==> src/rtl/sdram_burst_reader.sv <==
`default_nettype none
// ============================================================================
// Module      : sdram_burst_reader
// Description : SDRAM read controller. Issues ACTIVE -> full-page READ ->
//               PRECHARGE per row segment, splitting page-crossing bursts.
//               Returns 1..2^LEN_W words with programmable tRCD/tRP/CL.
// Revision    : 1.0 - initial release
// ============================================================================
module sdram_burst_reader #(
  parameter int BA_W    = 2,
  parameter int ROW_W   = 12,
  parameter int COL_W   = 9,
  parameter int DATA_W  = 16,
  parameter int LEN_W   = 8,
  parameter int CAS_LAT = 3,
  parameter int T_RCD   = 2,
  parameter int T_RP    = 2
) (
  input  logic                        sys_clk,
  input  logic                        sys_rst,
  input  logic                        init_end,
  input  logic                        rd_en,
  input  logic [BA_W+ROW_W+COL_W-1:0] rd_addri,
  input  logic [LEN_W-1:0]            rd_blength,
  input  logic [DATA_W-1:0]           rd_din,
  output logic                        rd_ack,
  output logic                        rd_busy,
  output logic                        rd_valid,
  output logic [DATA_W-1:0]           rd_datao,
  output logic                        rd_end,
  output logic [3:0]                  rd_cmdo,
  output logic [BA_W-1:0]             rd_bao,
  output logic [ROW_W-1:0]            rd_addro
);

  // Counters must hold both a full burst length and a full page length.
  localparam int CNT_W = ((LEN_W > COL_W) ? LEN_W : COL_W) + 1;

  localparam logic [3:0]       c_cmd_nop  = 4'b0111;
  localparam logic [3:0]       c_cmd_act  = 4'b0011;
  localparam logic [3:0]       c_cmd_read = 4'b0101;
  localparam logic [3:0]       c_cmd_pre  = 4'b0010;
  localparam logic [ROW_W-1:0] c_a10      = ROW_W'(1) << 10;
  localparam logic [CNT_W-1:0] c_page     = CNT_W'(1) << COL_W;
  localparam logic [CNT_W-1:0] c_full_len = CNT_W'(1) << LEN_W;
  localparam logic [CNT_W-1:0] c_rcd_load = CNT_W'((T_RCD >= 2) ? T_RCD - 2 : 0);
  localparam logic [CNT_W-1:0] c_rp_load  = CNT_W'((T_RP >= 2) ? T_RP - 2 : 0);

  typedef enum logic [2:0] {
    S_IDLE, S_ACT, S_WAIT_RCD, S_RD, S_BURST, S_PRE, S_WAIT_RP, S_DONE
  } state_t;

  state_t             r_state, w_state_nxt;
  logic [BA_W-1:0]    r_bank, w_bank_nxt;
  logic [ROW_W-1:0]   r_row, w_row_nxt;
  logic [COL_W-1:0]   r_col, w_col_nxt;
  logic [CNT_W-1:0]   r_rem, w_rem_nxt;      // words not yet covered by a READ
  logic [CNT_W-1:0]   r_tmr, w_tmr_nxt;      // wait-state down counter
  logic [CNT_W-1:0]   r_out_left;            // words not yet presented on rd_datao
  logic [CAS_LAT:0]   r_cap;                 // tags cycles whose DQ sample is data
  logic [3:0]         w_cmd;
  logic [BA_W-1:0]    w_ba;
  logic [ROW_W-1:0]   w_addr;
  logic               w_ack, w_end, w_rp_done, w_slot;
  logic [CNT_W-1:0]   w_len_in, w_page_left, w_seg;

  assign w_len_in    = (rd_blength == '0) ? c_full_len : CNT_W'(rd_blength);
  assign w_page_left = c_page - CNT_W'(r_col);
  assign w_seg       = (r_rem < w_page_left) ? r_rem : w_page_left;
  // A word slot is every cycle from READ through the last burst NOP.
  assign w_slot      = (r_state == S_RD) || (r_state == S_BURST);

  // State register.
  always_ff @(posedge sys_clk) begin
    if (sys_rst) r_state <= S_IDLE;
    else         r_state <= w_state_nxt;
  end

  // Next-state, command and address-pointer logic.
  always_comb begin
    w_state_nxt = r_state;
    w_cmd       = c_cmd_nop;
    w_ba        = rd_bao;
    w_addr      = rd_addro;
    w_ack       = 1'b0;
    w_end       = 1'b0;
    w_rp_done   = 1'b0;
    w_bank_nxt  = r_bank;
    w_row_nxt   = r_row;
    w_col_nxt   = r_col;
    w_rem_nxt   = r_rem;
    w_tmr_nxt   = r_tmr;
    case (r_state)
      S_IDLE: begin
        if (init_end && rd_en) begin
          w_ack = 1'b1;
          {w_bank_nxt, w_row_nxt, w_col_nxt} = rd_addri;
          w_rem_nxt   = w_len_in;
          w_state_nxt = S_ACT;
        end
      end
      S_ACT: begin
        w_cmd       = c_cmd_act;
        w_ba        = r_bank;
        w_addr      = r_row;
        w_tmr_nxt   = c_rcd_load;
        w_state_nxt = (T_RCD == 1) ? S_RD : S_WAIT_RCD;
      end
      S_WAIT_RCD: begin
        if (r_tmr == '0) w_state_nxt = S_RD;
        else             w_tmr_nxt   = r_tmr - 1'b1;
      end
      S_RD: begin
        w_cmd       = c_cmd_read;
        w_ba        = r_bank;
        w_addr      = ROW_W'(r_col);
        w_rem_nxt   = r_rem - w_seg;
        w_tmr_nxt   = w_seg - CNT_W'(2);
        w_state_nxt = (w_seg == CNT_W'(1)) ? S_PRE : S_BURST;
      end
      S_BURST: begin
        if (r_tmr == '0) w_state_nxt = S_PRE;
        else             w_tmr_nxt   = r_tmr - 1'b1;
      end
      S_PRE: begin
        // PRE ends the full-page burst and closes all banks (A10 high).
        w_cmd       = c_cmd_pre;
        w_ba        = r_bank;
        w_addr      = c_a10;
        w_tmr_nxt   = c_rp_load;
        w_state_nxt = S_WAIT_RP;
        w_rp_done   = (T_RP == 1);
      end
      S_WAIT_RP: begin
        if (r_tmr == '0) w_rp_done = 1'b1;
        else             w_tmr_nxt = r_tmr - 1'b1;
      end
      S_DONE: begin
        if (r_out_left == '0) begin
          w_end       = 1'b1;
          w_state_nxt = S_IDLE;
        end
      end
      default: w_state_nxt = S_IDLE;
    endcase
    // After tRP either open the next row (linear address carry) or finish.
    if (w_rp_done) begin
      if (r_rem != '0) begin
        {w_bank_nxt, w_row_nxt} = {r_bank, r_row} + (BA_W+ROW_W)'(1);
        w_col_nxt   = '0;
        w_state_nxt = S_ACT;
      end else begin
        w_state_nxt = S_DONE;
      end
    end
  end

  // Registered outputs, address pointers and the CAS-latency capture pipe.
  always_ff @(posedge sys_clk) begin
    if (sys_rst) begin
      rd_cmdo    <= c_cmd_nop;
      rd_bao     <= '0;
      rd_addro   <= '0;
      rd_ack     <= 1'b0;
      rd_end     <= 1'b0;
      rd_busy    <= 1'b0;
      rd_valid   <= 1'b0;
      rd_datao   <= '0;
      r_cap      <= '0;
      r_out_left <= '0;
      r_bank     <= '0;
      r_row      <= '0;
      r_col      <= '0;
      r_rem      <= '0;
      r_tmr      <= '0;
    end else begin
      rd_cmdo  <= w_cmd;
      rd_bao   <= w_ba;
      rd_addro <= w_addr;
      rd_ack   <= w_ack;
      rd_end   <= w_end;
      if (w_ack)                  rd_busy <= 1'b1;
      else if (r_state == S_IDLE) rd_busy <= 1'b0;
      r_cap    <= {r_cap[CAS_LAT-1:0], w_slot};
      rd_valid <= r_cap[CAS_LAT];
      if (r_cap[CAS_LAT]) rd_datao <= rd_din;
      if (w_ack)               r_out_left <= w_len_in;
      else if (r_cap[CAS_LAT]) r_out_left <= r_out_left - 1'b1;
      r_bank <= w_bank_nxt;
      r_row  <= w_row_nxt;
      r_col  <= w_col_nxt;
      r_rem  <= w_rem_nxt;
      r_tmr  <= w_tmr_nxt;
    end
  end

endmodule
`default_nettype wire
==> config.mk <==
export PLATFORM = sky130hd
export DESIGN_NAME = sdram_burst_reader
export DESIGN_NICKNAME = d
export VERILOG_FILES = /design/src/rtl/sdram_burst_reader.sv
export SDC_FILE = /design/constraint.sdc
export NUM_CORES = 1
export LEC_CHECK = 0
export ABC_AREA = 1
export BUFFER_PORTS_ARGS = -buffer_cell sky130_fd_sc_hd__buf_2
export CAP_MARGIN = 20
export CORE_UTILIZATION = 50
export DETAILED_ROUTE_END_ITERATION = 8
export GPL_TIMING_DRIVEN = 1
export PLACE_DENSITY = 0.74
export SETUP_SLACK_MARGIN = 0.02
export SLEW_MARGIN = 5
export SYNTH_ARGS = -nofsm -noshare
export SYNTH_HDL_FRONTEND = slang
export SYNTH_SLANG_ARGS = --single-unit
==> constraint.sdc <==
create_clock -name sys_clk -period 3.85 [get_ports sys_clk]
set_clock_uncertainty 0.15 [all_clocks]
set_input_delay 0 -clock sys_clk [delete_from_list [all_inputs] [get_ports sys_clk]]
set_output_delay 0 -clock sys_clk [all_outputs]
set_load 0.05 [all_outputs]
==> metrics.txt <==
# TYPE chip_impl_metric gauge
chip_impl_metric{name="num_vias",unit=""} 6029
chip_impl_metric{name="clock.fmax",unit="MHz"} 283
chip_impl_metric{name="power.static_leakage",unit="uW"} 0.00337
chip_impl_info{name="worstSetupEndpointType",value="flop"} 1
chip_impl_info{name="ctsRootBufferMaster",value="clkbuf_16"} 1
chip_impl_metric{name="final.min_clock_period",unit="ns"} 3.54
chip_impl_metric{name="clk_path_buf_depth",unit=""} 2
chip_impl_metric{name="globalRouteMet3Util",unit="%"} 3.79
chip_impl_info{name="timing.rr.end",value="r_rem[8]$_SDFFE_PP0P_"} 1
chip_impl_metric{name="initial_antenna_violation_count",unit=""} 0
chip_impl_info{name="cts_tree",value="done"} 1
chip_impl_metric{name="nets",unit=""} 1063
chip_impl_metric{name="hold_violations",unit=""} 0
chip_impl_metric{name="antenna-diode-count",unit=""} 0
chip_impl_metric{name="die_width",unit="um"} 110
chip_impl_metric{name="syn-num-nets",unit=""} 929
chip_impl_metric{name="design.portCount",unit=""} 89
chip_impl_metric{name="finalWirelength",unit="um"} 15700
chip_impl_info{name="hp-class",value="in -> reg"} 1
chip_impl_info{name="synth_flop_cell",value="dfxtp_1"} 1
chip_impl_metric{name="slew_viol_final",unit=""} 0
chip_impl_metric{name="floorplan.initialDensity",unit="%"} 52.4
chip_impl_metric{name="clk_transition_reported_paths",unit="ns"} 0.07
chip_impl_metric{name="floorplan_core_area",unit="sq um"} 11100
chip_impl_metric{name="global_route.usage.total",unit="%"} 27.4
chip_impl_metric{name="worst_ir_drop_vdd",unit="mV"} 0.370
chip_impl_metric{name="preCtsSetupSlack",unit="ns"} 0.0893
chip_impl_metric{name="portBuffers",unit=""} 87
chip_impl_metric{name="groute.layer.met1.usage",unit="%"} 37.3
chip_impl_metric{name="power.share.switching",unit="%"} 47.0
chip_impl_info{name="post_synth_main_area_contributors",value="dfxtp_1 33%, nand2_1 13%, inv_1 6.8%"} 1
chip_impl_metric{name="post-place-cells",unit=""} 1070
chip_impl_metric{name="layout_setup_ws",unit="ns"} 0.312
chip_impl_metric{name="number_of_flops_mapped_to_enable_cells_by_yosys",unit=""} 0
chip_impl_info{name="crit_path_start_kind",value="flop"} 1
chip_impl_metric{name="slew_headroom",unit="%"} 56.2
chip_impl_info{name="synthTopCellsByCount",value="194 x nand2_1, 105 x inv_1, 97 x dfxtp_1"} 1
chip_impl_metric{name="setup_viol",unit=""} 0
chip_impl_metric{name="wire_length_of_the_first_global_routing_pass",unit="um"} 25600
chip_impl_metric{name="die_area",unit="sq um"} 12000
chip_impl_metric{name="clock_share_of_power",unit="%"} 17.5
chip_impl_metric{name="gr-total-overflow",unit=""} 0
chip_impl_metric{name="synth-seq-cells",unit=""} 97
chip_impl_info{name="post-synth-top-area-cell",value="dfxtp_1"} 1
chip_impl_metric{name="p_switching",unit="uW"} 2510
chip_impl_info{name="r2r-start",value="r_col[1]$_SDFF_PP0_"} 1
chip_impl_metric{name="synth.yosys.seq_area_share",unit="%"} 33.5
chip_impl_info{name="grt_busiest_layer",value="met2"} 1
chip_impl_metric{name="timing.critical_path.fanout_max",unit=""} 8
chip_impl_metric{name="worstMarginPinSlew",unit="ns"} 0.657
chip_impl_metric{name="post_synth_instance_area",unit="sq um"} 5800
chip_impl_metric{name="share_comb_of_total_power",unit="%"} 57.5
chip_impl_metric{name="route.antenna.remaining_nets",unit=""} 0
chip_impl_metric{name="dpl.hpwl",unit="um"} 10700
chip_impl_metric{name="cp.arrival",unit="ns"} 3.60
chip_impl_metric{name="post_synth.cell_area_avg",unit="sq um"} 6.76
chip_impl_metric{name="maxCapViolCount",unit=""} 0
chip_impl_metric{name="fillCellCount",unit=""} 960
chip_impl_metric{name="routed_via_density",unit=""} 5.30
chip_impl_metric{name="globalplace.congestion",unit=""} 0.930
chip_impl_metric{name="stdcell_count",unit=""} 1137
chip_impl_metric{name="synth_cells",unit=""} 858
chip_impl_metric{name="std_cell_rows",unit=""} 38
chip_impl_metric{name="first_pass_iters",unit=""} 5
chip_impl_metric{name="worstPathRequired",unit="ns"} 3.91
chip_impl_metric{name="wl_per_cell",unit="um"} 13.8
chip_impl_metric{name="global_routing_met2_resource_utilization",unit="%"} 43.4
chip_impl_metric{name="cts-buffers-inserted",unit=""} 9
chip_impl_info{name="post-synth-top-count-cell",value="nand2_1"} 1
chip_impl_metric{name="async_reset_ff_share",unit="%"} 0
chip_impl_metric{name="ff2ff_path_depth",unit=""} 23
chip_impl_metric{name="clock_tree.htree_level_count",unit=""} 3
chip_impl_metric{name="drt_first_iter_violations",unit=""} 418
chip_impl_metric{name="first_global_vias",unit=""} 5298
chip_impl_metric{name="drive_gt1_share",unit="%"} 18.2
chip_impl_metric{name="yosys.cell_types.count",unit=""} 47
chip_impl_metric{name="seq_power_share",unit="%"} 25.0
chip_impl_metric{name="grt_max_degree",unit=""} 58
chip_impl_info{name="min_from",value="sys_rst"} 1
chip_impl_metric{name="cellPowerDensity",unit="nW/um^2"} 736
chip_impl_metric{name="timing.reg2reg.setup_slack",unit="ns"} 0.31
chip_impl_metric{name="drc",unit=""} 0
chip_impl_metric{name="internal_power_consumption",unit="uW"} 2840
chip_impl_metric{name="final.period_utilization",unit="%"} 91.9
chip_impl_info{name="critPathCapture",value="r_rem[8]$_SDFFE_PP0P_"} 1
chip_impl_metric{name="cts_sinks",unit=""} 97
chip_impl_info{name="run_status",value="finished clean"} 1
chip_impl_metric{name="synthDominantCellAreaShare",unit="%"} 33.5
chip_impl_metric{name="area_delta_synth_final",unit="%"} 25.2
chip_impl_metric{name="insertion_delay",unit="ns"} 0.35
chip_impl_info{name="crit_type",value="reg -> reg"} 1
chip_impl_metric{name="yosysWarningCount",unit=""} 0
chip_impl_info{name="startpoint",value="r_col[1]$_SDFF_PP0_"} 1
chip_impl_metric{name="dieHeight",unit="um"} 110
==> area by class of cell <==
| cell class | count | area (sq um) | area share [%] |
|---|---|---|---|
| flip-flops and latches | 97 | 1940 | 26.7 |
| well taps | 140 | 175 | 2.41 |
| inverters | 112 | 420 | 5.79 |
| clock buffers | 9 | 225 | 3.10 |
| clock inverters | 7 | 87.6 | 1.21 |
| multi-input cells | 620 | 3340 | 46.0 |
| repair buffers | 152 | 1070 | 14.7 |
==> metal layers <==
layer	routed length (um)	part of all wire, %	up-vias
li1	-	-	3075
met1	7120	45	2724
met2	7180	46	204
met3	1020	6.5	26
met4	372	2.4	0
met5	0	0	-
==> kinds of logic (layout without fill, tap and decap cells) <==
group,after synthesis,count (layout),synth area share [%]
xor gates and xnor gates,20,20,3.02
adders and majority gates,20,20,4.44
AOI/OAI and AO/OA,187,187,19.0
other,1,1,0.0646
DFF,97,97,33.5
and+or+nand+nor,392,392,30.0
buffers and inverters,141,280,10.0
==> state kept, by name, summed over array words and instances, names as in the netlist <==
register    flops
rd_bao          2
r_state         3
r_cap           4
r_col           9
rd_end          1
rd_busy         1
rd_valid        1
r_rem          10
rd_ack          1
r_bank          2
r_out_left     10
r_row          12
rd_datao       16
rd_cmdo         3
r_tmr          10
rd_addro       12
==> what timing repair did <==
| item | 4_1_cts | 5_1_grt |
|---|---|---|
| endpoints found under the hold margin | 56 | 0 |
| gates resized for setup | 0 | 14 |
| hold buffers | 47 | 0 |
| endpoints found under the setup margin | 0 | 6 |
| buffers inserted | 0 | 3 |
==> stage by stage <==
stage | util, % | TNS (ns) | area [sq um] | total power, uW | hold slack, ns
after global placement | 57.4 | 0 | 6360 | 4200 | 0.0735
after CTS | 64.5 | 0 | 7150 | 5210 | 0.0274
final | 65.6 | 0 | 7270 | 5350 | 0.0247
after global routing | 65.6 | -0.0182 | 7270 | 5820 | 0.0541
after detailed placement | 57.4 | 0 | 6360 | 4220 | 0.0786
after floorplan | - | 0 | 5800 | 3680 | -0.0400
==> worst min path at each step <==
stage / to / slack (ns) / cells past startpoint
final: r_cap[2]$_SDFF_PP0_ / 0.02 / 2
after global placement: rd_datao[2]$_SDFFE_PP0P_ / 0.07 / 3
after detailed placement: rd_datao[11]$_SDFFE_PP0P_ / 0.08 / 3
after CTS: r_cap[2]$_SDFF_PP0_ / 0.03 / 2
after global routing: r_rem[1]$_SDFFE_PP0P_ / 0.05 / 2
after floorplan: rd_cmdo[1]$_SDFF_PP1_ / -0.04 / 2
==> power groups by stage <==
stage | Clock (uW) | Sequential, uW | Combinational, uW
after global routing | 987 | 1360 | 3470
final | 938 | 1340 | 3070
after floorplan | 0 | 1510 | 2170
after CTS | 945 | 1330 | 2930
after detailed placement | 0 | 1350 | 2870
after global placement | 0 | 1350 | 2850
==> worst max-delay path, stage by stage, from the launching register on <==
cell and delay [ns]:
dfxtp_1 0.33, inv_1 0.12, nand3_2 0.16, nor3_2 0.19
xor2_2 0.20, ha_1 0.26, inv_1 0.09, o21bai_1 0.08
inv_1 0.06, nand2_1 0.05, nand2_1 0.10, nand2_4 0.13
nand2_1 0.10, o21ai_2 0.08, ha_1 0.23, fa_2 0.36
o21bai_1 0.15, nand2_1 0.08, nand2_2 0.10, nand2_1 0.09
nand4_1 0.08, nand3_1 0.09, nand2_1 0.07, a21oi_1 0.05
==> cells in the final DEF, fill, tap and decap left out, types with 6 or more instances in the layout <==
cell type	netlist	final
clkbuf_16	0	10
nand2_1	194	194
nor4_1	7	7
a31oi_1	23	23
o21ai_0	75	75
buf_2	1	87
nand3_1	45	45
dlygate4sd3_1	0	47
dfxtp_1	97	96
xor2_1	15	13
nand2_2	13	12
nor2_2	6	8
o21ai_2	8	7
inv_1	105	105
buf_4	1	16
nor2_1	91	89
nand2_4	5	6
nand4_1	8	8
nor3_1	7	6
a21oi_1	54	53
ha_1	19	18
No activity file was read; power rests on OpenSTA's default activity.
